===== src/rtl/ff_exc_pkg.sv =====
// Shared types for the flip-flop excitation generator: excitation word,
// transition codes {q, q_next} and the output-register state.
package ff_exc_pkg;

   typedef struct packed {
      logic s;
      logic r;
      logic j;
      logic k;
      logic t;
      logic d;
   } exc_word_t;

   localparam logic [1:0] T00 = 2'b00;
   localparam logic [1:0] T01 = 2'b01;
   localparam logic [1:0] T10 = 2'b10;
   localparam logic [1:0] T11 = 2'b11;

   typedef enum logic {
      EMPTY = 1'b0,
      FULL  = 1'b1
   } out_state_e;

endpackage


===== src/rtl/ff_exc_table.sv =====
// Combinational excitation table: maps a Q -> Q+ transition to the SR/JK/T/D
// inputs that produce it; don't-care positions are driven with DC_VAL.
module ff_exc_table
   import ff_exc_pkg::*;
#(
   parameter bit DC_VAL = 1'b0
) (
   input  logic      q_i,
   input  logic      q_next_i,
   output exc_word_t word_o
);

   always_comb begin
      word_o = '0;
      unique case ({q_i, q_next_i})
         T00: begin
            word_o.s = 1'b0;
            word_o.r = DC_VAL;
            word_o.j = 1'b0;
            word_o.k = DC_VAL;
            word_o.t = 1'b0;
            word_o.d = 1'b0;
         end
         T01: begin
            word_o.s = 1'b1;
            word_o.r = 1'b0;
            word_o.j = 1'b1;
            word_o.k = DC_VAL;
            word_o.t = 1'b1;
            word_o.d = 1'b1;
         end
         T10: begin
            word_o.s = 1'b0;
            word_o.r = 1'b1;
            word_o.j = DC_VAL;
            word_o.k = 1'b1;
            word_o.t = 1'b1;
            word_o.d = 1'b0;
         end
         T11: begin
            word_o.s = DC_VAL;
            word_o.r = 1'b0;
            word_o.j = DC_VAL;
            word_o.k = 1'b0;
            word_o.t = 1'b0;
            word_o.d = 1'b1;
         end
         default: word_o = '0;
      endcase
   end

endmodule


===== src/rtl/ff_excitation_gen.sv =====
// Tracks the state of a driven flop and emits a registered excitation word per
// requested transition over a valid/ready stream, with SR and T self-check models.
module ff_excitation_gen
   import ff_exc_pkg::*;
#(
   parameter int unsigned CNT_W  = 8,
   parameter bit          DC_VAL = 1'b0
) (
   input  logic             clk,
   input  logic             rst,
   input  logic             in_valid_i,
   input  logic             in_bit_i,
   output logic             in_ready_o,
   input  logic             load_i,
   input  logic             load_val_i,
   output logic             out_valid_o,
   input  logic             out_ready_i,
   output logic             out_s_o,
   output logic             out_r_o,
   output logic             out_j_o,
   output logic             out_k_o,
   output logic             out_t_o,
   output logic             out_d_o,
   output logic             out_q_prev_o,
   output logic             out_q_next_o,
   output logic [CNT_W-1:0] toggle_cnt_o,
   output logic             err_o
);

   out_state_e       state_q;
   exc_word_t        word_q;
   exc_word_t        word_d;
   logic             q_q;
   logic             qm_sr_q;
   logic             qm_sr_d;
   logic             qm_t_q;
   logic             qm_t_d;
   logic             q_prev_q;
   logic             q_next_q;
   logic [CNT_W-1:0] cnt_q;
   logic             err_q;
   logic             accept;
   logic             toggles;
   logic             cnt_sat;

   ff_exc_table #(
      .DC_VAL (DC_VAL)
   ) u_table (
      .q_i      (q_q),
      .q_next_i (in_bit_i),
      .word_o   (word_d)
   );

   assign out_valid_o = (state_q == FULL);
   assign in_ready_o  = ~rst & ~load_i & (~out_valid_o | out_ready_i);
   assign accept      = in_valid_i & in_ready_o;

   // Models are advanced with the word being registered this cycle.
   always_comb begin
      qm_sr_d = word_d.s | (~word_d.r & qm_sr_q);
      qm_t_d  = qm_t_q ^ word_d.t;
      toggles = q_q ^ in_bit_i;
      cnt_sat = &cnt_q;
   end

   always_ff @(posedge clk) begin
      if (rst) begin
         state_q  <= EMPTY;
         word_q   <= '0;
         q_q      <= 1'b0;
         qm_sr_q  <= 1'b0;
         qm_t_q   <= 1'b0;
         q_prev_q <= 1'b0;
         q_next_q <= 1'b0;
         cnt_q    <= '0;
         err_q    <= 1'b0;
      end else begin
         if (accept) begin
            state_q <= FULL;
         end else if (out_ready_i) begin
            state_q <= EMPTY;
         end

         if (load_i) begin
            q_q     <= load_val_i;
            qm_sr_q <= load_val_i;
            qm_t_q  <= load_val_i;
         end else if (accept) begin
            q_q      <= in_bit_i;
            word_q   <= word_d;
            q_prev_q <= q_q;
            q_next_q <= in_bit_i;
            qm_sr_q  <= qm_sr_d;
            qm_t_q   <= qm_t_d;
            if (toggles && !cnt_sat) begin
               cnt_q <= cnt_q + CNT_W'(1);
            end
            if ((qm_sr_d != in_bit_i) || (qm_t_d != in_bit_i)) begin
               err_q <= 1'b1;
            end
         end
      end
   end

   assign out_s_o      = word_q.s;
   assign out_r_o      = word_q.r;
   assign out_j_o      = word_q.j;
   assign out_k_o      = word_q.k;
   assign out_t_o      = word_q.t;
   assign out_d_o      = word_q.d;
   assign out_q_prev_o = q_prev_q;
   assign out_q_next_o = q_next_q;
   assign toggle_cnt_o = cnt_q;
   assign err_o        = err_q;

endmodule


===== config.mk =====
export PLATFORM = sky130hd
export DESIGN_NAME = ff_excitation_gen
export DESIGN_NICKNAME = d
export VERILOG_FILES = /design/src/rtl/ff_exc_pkg.sv /design/src/rtl/ff_exc_table.sv /design/src/rtl/ff_excitation_gen.sv
export SDC_FILE = /design/constraint.sdc
export NUM_CORES = 1
export LEC_CHECK = 0
export ABC_CLOCK_PERIOD_IN_PS = 2500
export BUFFER_PORTS_ARGS = -buffer_cell sky130_fd_sc_hd__buf_4
export CAP_MARGIN = 20
export CORE_ASPECT_RATIO = 0.6
export CORE_MARGIN = 3
export CORE_UTILIZATION = 40
export CTS_BUF_LIST = sky130_fd_sc_hd__clkbuf_8 sky130_fd_sc_hd__clkbuf_16
export DETAILED_ROUTE_END_ITERATION = 8
export PLACE_DENSITY = 0.69
export SLEW_MARGIN = 10
export SYNTH_ARGS = -nofsm -noshare
export SYNTH_HDL_FRONTEND = slang
export SYNTH_HIERARCHICAL = 1
export SYNTH_SLANG_ARGS = --single-unit

===== constraint.sdc =====
create_clock -name clk -period 2.5 [get_ports clk]
set_input_delay 0.625 -clock clk [delete_from_list [all_inputs] [get_ports clk]]
set_output_delay 0.625 -clock clk [all_outputs]
set_load 0.005 [all_outputs]

**After elaboration in Yosys (flattened, before gate mapping)**

Index checks and enable logic that the tools add are counted.

- Register bits after elaboration: 21
- Bits of input ports: 7
- Output and inout port bits: 19
- Word-level logic and storage cells: 51

- Add/sub/neg operators: 1
- Eq/ne operators: 5
- Muxes and demuxes: 9
- Bitwise logic cells: 12
- Reduce and logical (&&, ||, !) cells: 10

Operator list:

| operator | count |
|---|---|
| $pmux W6 S4 | 1 |
| $add A8 B1 Y8 const B | 1 |
| $mux W1 | 8 |
| $reduce_and A8 Y1 | 1 |
| $reduce_and A3 Y1 | 2 |
| $and A1 B1 Y1 | 4 |
| $eq A2 B2 Y1 const B | 2 |
| $not A1 Y1 | 4 |
| $reduce_bool A2 Y1 | 2 |
| $eq A2 B1 Y1 const B | 1 |
| $logic_not A2 Y1 | 1 |
| $ne A1 B1 Y1 | 2 |
| $or A1 B1 Y1 | 2 |
| $reduce_and A2 Y1 | 1 |
| $xor A1 B1 Y1 | 2 |
| $logic_and A1 B1 Y1 | 1 |
| $logic_not A1 Y1 | 1 |
| $logic_or A1 B1 Y1 | 1 |

**Depth between registers and ports, before layout**

- Depth in word-level cells: 8
- Gate-level depth with buffers: 7
- Gate-level depth less buffers: 7

**By module**

The synthesis kept the hierarchy.

By module, submodules not included:

| module | instances | cells each | area each (sq um) | sequential area each (sq um) |
|---|---|---|---|---|
| ff_excitation_gen | 1 | 103 | 962.2 | 420.4 |
| ff_exc_table | 1 | 9 | 70.1 | 0.0 |

**Worst setup path before layout**

Ideal clock, no wire load.

- Path kind: input-to-reg
- Start: input port rst
- End: register cnt_q[7], in the netlist toggle_cnt_o[7]
- Setup time: 71 ps
- Data arrival time: 1,800 ps
- Data required time: 2,429 ps
- Slack: 630 ps
- Stages on the path: 6
- Path buffers: 2
- Path through: buf_2 > nor2_2 > nand4_2 > buf_6 > or4_1 > a21oi_1

- Longest elaborated chain between the ends: 5

RTL lines:

| element | line | source |
|---|---|---|
| start: declaration | ff_excitation_gen.sv:10 | `input logic rst,` |
| $not A1 Y1 | ff_excitation_gen.sv:55 | `assign in_ready_o = ~rst & ~load_i & (~out_valid_o \| out_ready_i);` |
| $and A1 B1 Y1 (2 in a row) | ff_excitation_gen.sv:55 |  |
| $and A1 B1 Y1 | ff_excitation_gen.sv:56 | `assign accept = in_valid_i & in_ready_o;` |
| $reduce_and A3 Y1 (no source line) | - |  |
| end signal: assignment | ff_excitation_gen.sv:96 | `cnt_q <= cnt_q + CNT_W'(1);` |
| end: declaration | ff_excitation_gen.sv:40 | `logic [CNT_W-1:0] cnt_q;` |

Parallel ways exist; a longest one is shown, timed or not.
A chain may end at the register's enable or synchronous reset.

**Final worst setup path**

- Start: input port out_ready_i
- End: output port in_ready_o

- Longest elaborated chain between the ends: 2

RTL lines:

| element | line | source |
|---|---|---|
| start: declaration | ff_excitation_gen.sv:17 | `input logic out_ready_i,` |
| $or A1 B1 Y1 | ff_excitation_gen.sv:55 |  |
| $and A1 B1 Y1 | ff_excitation_gen.sv:55 |  |
| end: declaration | ff_excitation_gen.sv:13 | `output logic in_ready_o,` |

No other way between the ends.

==> impl_metrics.tcl <==
set metrics [dict create \
    synth_fp_nets 123 \
    num_io_pins 26 \
    muxShareOfSynthArea_pct 8.73 \
    nets 147 \
    multiInputGateArea_um2 537 \
    cts-buffers-inserted 3 \
    drc 0 \
    layout_worst_path_cycle_share_pct 78.7 \
    min_period_ns 1.97 \
    min_from "err_o$_SDFFE_PP0P_" \
    tightest_slew_ns 0.487 \
    worstPathRequired_ns 1.88 \
    holdPathStages 1 \
    grt_max_degree 20 \
    finalHoldViolCount 0 \
    syn_to_final_growth_pct 23.3 \
    syn_inst 112 \
    synth_warnings 6 \
    ys_types 35 \
    powerDensity_nw_per_um2 521 \
    drive_above_1_share_pct 25.9 \
    grt_pass1_wl_um 3950 \
    fp.dieW_um 71.6 \
    fmax_mhz 509 \
    cp-end-kind "primary output" \
    synth-main-ff-cell "dfxtp_1" \
    viasPerCell 5.43 \
    rr_worst_depth 7 \
    path_clk_slew_ns 0.08 \
    die_height_um 45.4 \
    ir_worst_vdd_mv 0.353 \
    post_drt_wl_per_cell_um 13.5 \
    totalWireLength_um 2230 \
    pre_cts_ws_ns 0.318 \
    drt_pre_antenna_iters 4 \
    hp-class "reg2reg" \
    cts_resized 0 \
    place_hpwl_um 1710 \
    async_flop_share_pct 0 \
    slowest_stage "nand2b_1" \
    clkSinkCount 21 \
    vias 896 \
    yosysSeqAreaShare_pct 40.7 \
    gp_congestion 0.814 \
    status "finished clean" \
    maxCapViolations 0 \
    synth_common_cells "dfxtp_1, a21oi_1, mux2i_1" \
    cp.arrival_ns 1.34 \
    drv_slew 0 \
    synth_edf_count 0 \
    grt_pass1_vias 838 \
    relSlewSlack_pct 66.7 \
    leakage_uw 0.000594 \
    cp_num_buf_inv 2 \
    antenna_found_initial 0 \
    rsz0062_at_grt "false" \
    instances_no_fill 165 \
    cts_root_buf "clkbuf_8" \
    htreeDepth 1 \
    cp.depth 4 \
    rows 13 \
    cp_common_cell "buf_4" \
    synth.most_common_cell "dfxtp_1" \
    fill_cells 222 \
    cts_tree "done" \
    syn-cell-area_um2 1030 \
    path_cells "buf_4, nand2b_1, and2_1, buf_4" \
    gr-total-overflow 0 \
    cts_hold_buf 0 \
    startpoint "out_ready_i" \
    yosysTopAreaCellShare_pct 40.7 \
    setup_ws_ns 0.533 \
    start_util_pct 44.7 \
    skew_ns 0.00544 \
    synth_compound_area_share_pct 16.5 \
    synth_top_family_by_area "simple AND/OR/NAND/NOR gates" \
    portBuffers 25 \
    cpPeakStageDelay_ns 0.27 \
    synthSimpleGateAreaFrac_pct 19.4 \
    r2r_start "q_q$_SDFFE_PP0P_" \
    synthTopCellsByArea "dfxtp_1, mux2i_1, a21oi_1" \
    synth_fa_ha_area_share_pct 4.85 \
    grt_usage_pct 15.7 \
    dr.first_iter.drc_count 60 \
    avgSynthCellArea_um2 9.22 \
    total_power_uw 662 \
    cp_top_family "simple AND/OR/NAND/NOR gates" \
    dp.cells 161 \
    setup_tns_ns 0 \
    worstSetupStartpointType "primary input" \
    coreArea_um2 2310 \
    ys_ff_latch 21 \
    die_area_um2 3250 \
    setup_viol 0 \
    insertion_delay_ns 0.27 \
    synth_xor_area_share_pct 2.55 \
    postRouteAntennaNets 0 \
    clk_path_buf_depth 2 \
    cp_max_fo 8 \
    yosys.area.top_type "dfxtp_1" \
    post_cts_buffers 0 \
    crit_type "in2out" \
    register_area_um2 420 \
    antenna_cells 0 \
]
[report_power, final]
part,internal [uW],total [uW],switching (uW),leakage (uW)
Combinational,36.8,77.5,40.7,0.000402
Clock,113,231,119,0.0000217
Sequential,345,353,8.86,0.000171
[layout by cell type (no fill, tap or decap), types with 2 or more instances in the layout]
master / instances
buf_4: 27
o21ai_0: 4
and4_1: 2
o31ai_1: 4
mux2i_1: 9
a311oi_1: 2
nor2_1: 8
nand3_1: 5
inv_1: 7
dfxtp_1: 21
a21o_1: 2
nor2b_1: 2
or4_1: 4
and2_1: 2
xor2_1: 3
ha_1: 4
a21oi_1: 11
clkbuf_8: 3
[registers in the layout, indices dropped and copies added, names as in the netlist]
register / flops
out_q_next_o: 1
out_q_prev_o: 1
err_o: 1
q_q: 1
out_r_o: 1
qm_sr_q: 1
out_d_o: 1
qm_t_q: 1
out_s_o: 1
toggle_cnt_o: 8
out_valid_o: 1
out_k_o: 1
out_t_o: 1
out_j_o: 1
[path summary, 6_finish.rpt]
kind | slack, ns | end
hold / removal | 0.47 | err_o$_SDFFE_PP0P_
setup reg to reg | 0.55 | err_o$_SDFFE_PP0P_
setup / recovery | 0.53 | in_ready_o
hold reg to reg | 0.47 | err_o$_SDFFE_PP0P_
[metal layers]
metal,vias up,global-route usage (%),share of wire [%]
li1,452,-,-
met2,33,23.4,42
met4,0,4.12,0.27
met3,2,5.56,8.4
met5,-,0,0
met1,409,21.7,49
[worst reg2reg max path: stages (launching register included)]
cell       delay [ns]
dfxtp_1          0.47
inv_1            0.08
ha_1             0.27
inv_1            0.06
xor2_1           0.18
a2111oi_0        0.49
a311oi_1         0.12
a21o_1           0.17
[through the flow]
| stage | hold slack [ns] | utilization (%) | cell area (um2) |
|---|---|---|---|
| 6_report | 0.472 | 55.1 | 1270 |
| 5_1_grt | 0.484 | 55.1 | 1270 |
| 4_1_cts | 0.476 | 55.1 | 1270 |
| 3_5_place_dp | 0.444 | 53.0 | 1220 |
| 3_3_place_gp | 0.443 | 53.0 | 1220 |
| 2_1_floorplan | 0.451 | - | 1030 |
[cell type report]
class / instances / area share (%)
clock buffers: 3 / 3.24
multi-input cells: 76 / 42.2
clock inverters: 1 / 0.590
well taps: 30 / 2.95
flip-flops and latches: 21 / 33.0
inverters: 7 / 2.06
repair buffers: 27 / 15.9
[kinds of logic (layout without fill, tap and decap cells)]
logic type	count (synthesis)	after routing
XOR/XNOR	3	3
flip-flops	21	21
multiplexers	9	9
AND/OR/NAND/NOR	33	33
AO/OA/AOI/OAI	27	27
buffers and inverters	15	38
adder cells (fa/ha/maj)	4	4
Power figures use the tool's default switching activity.
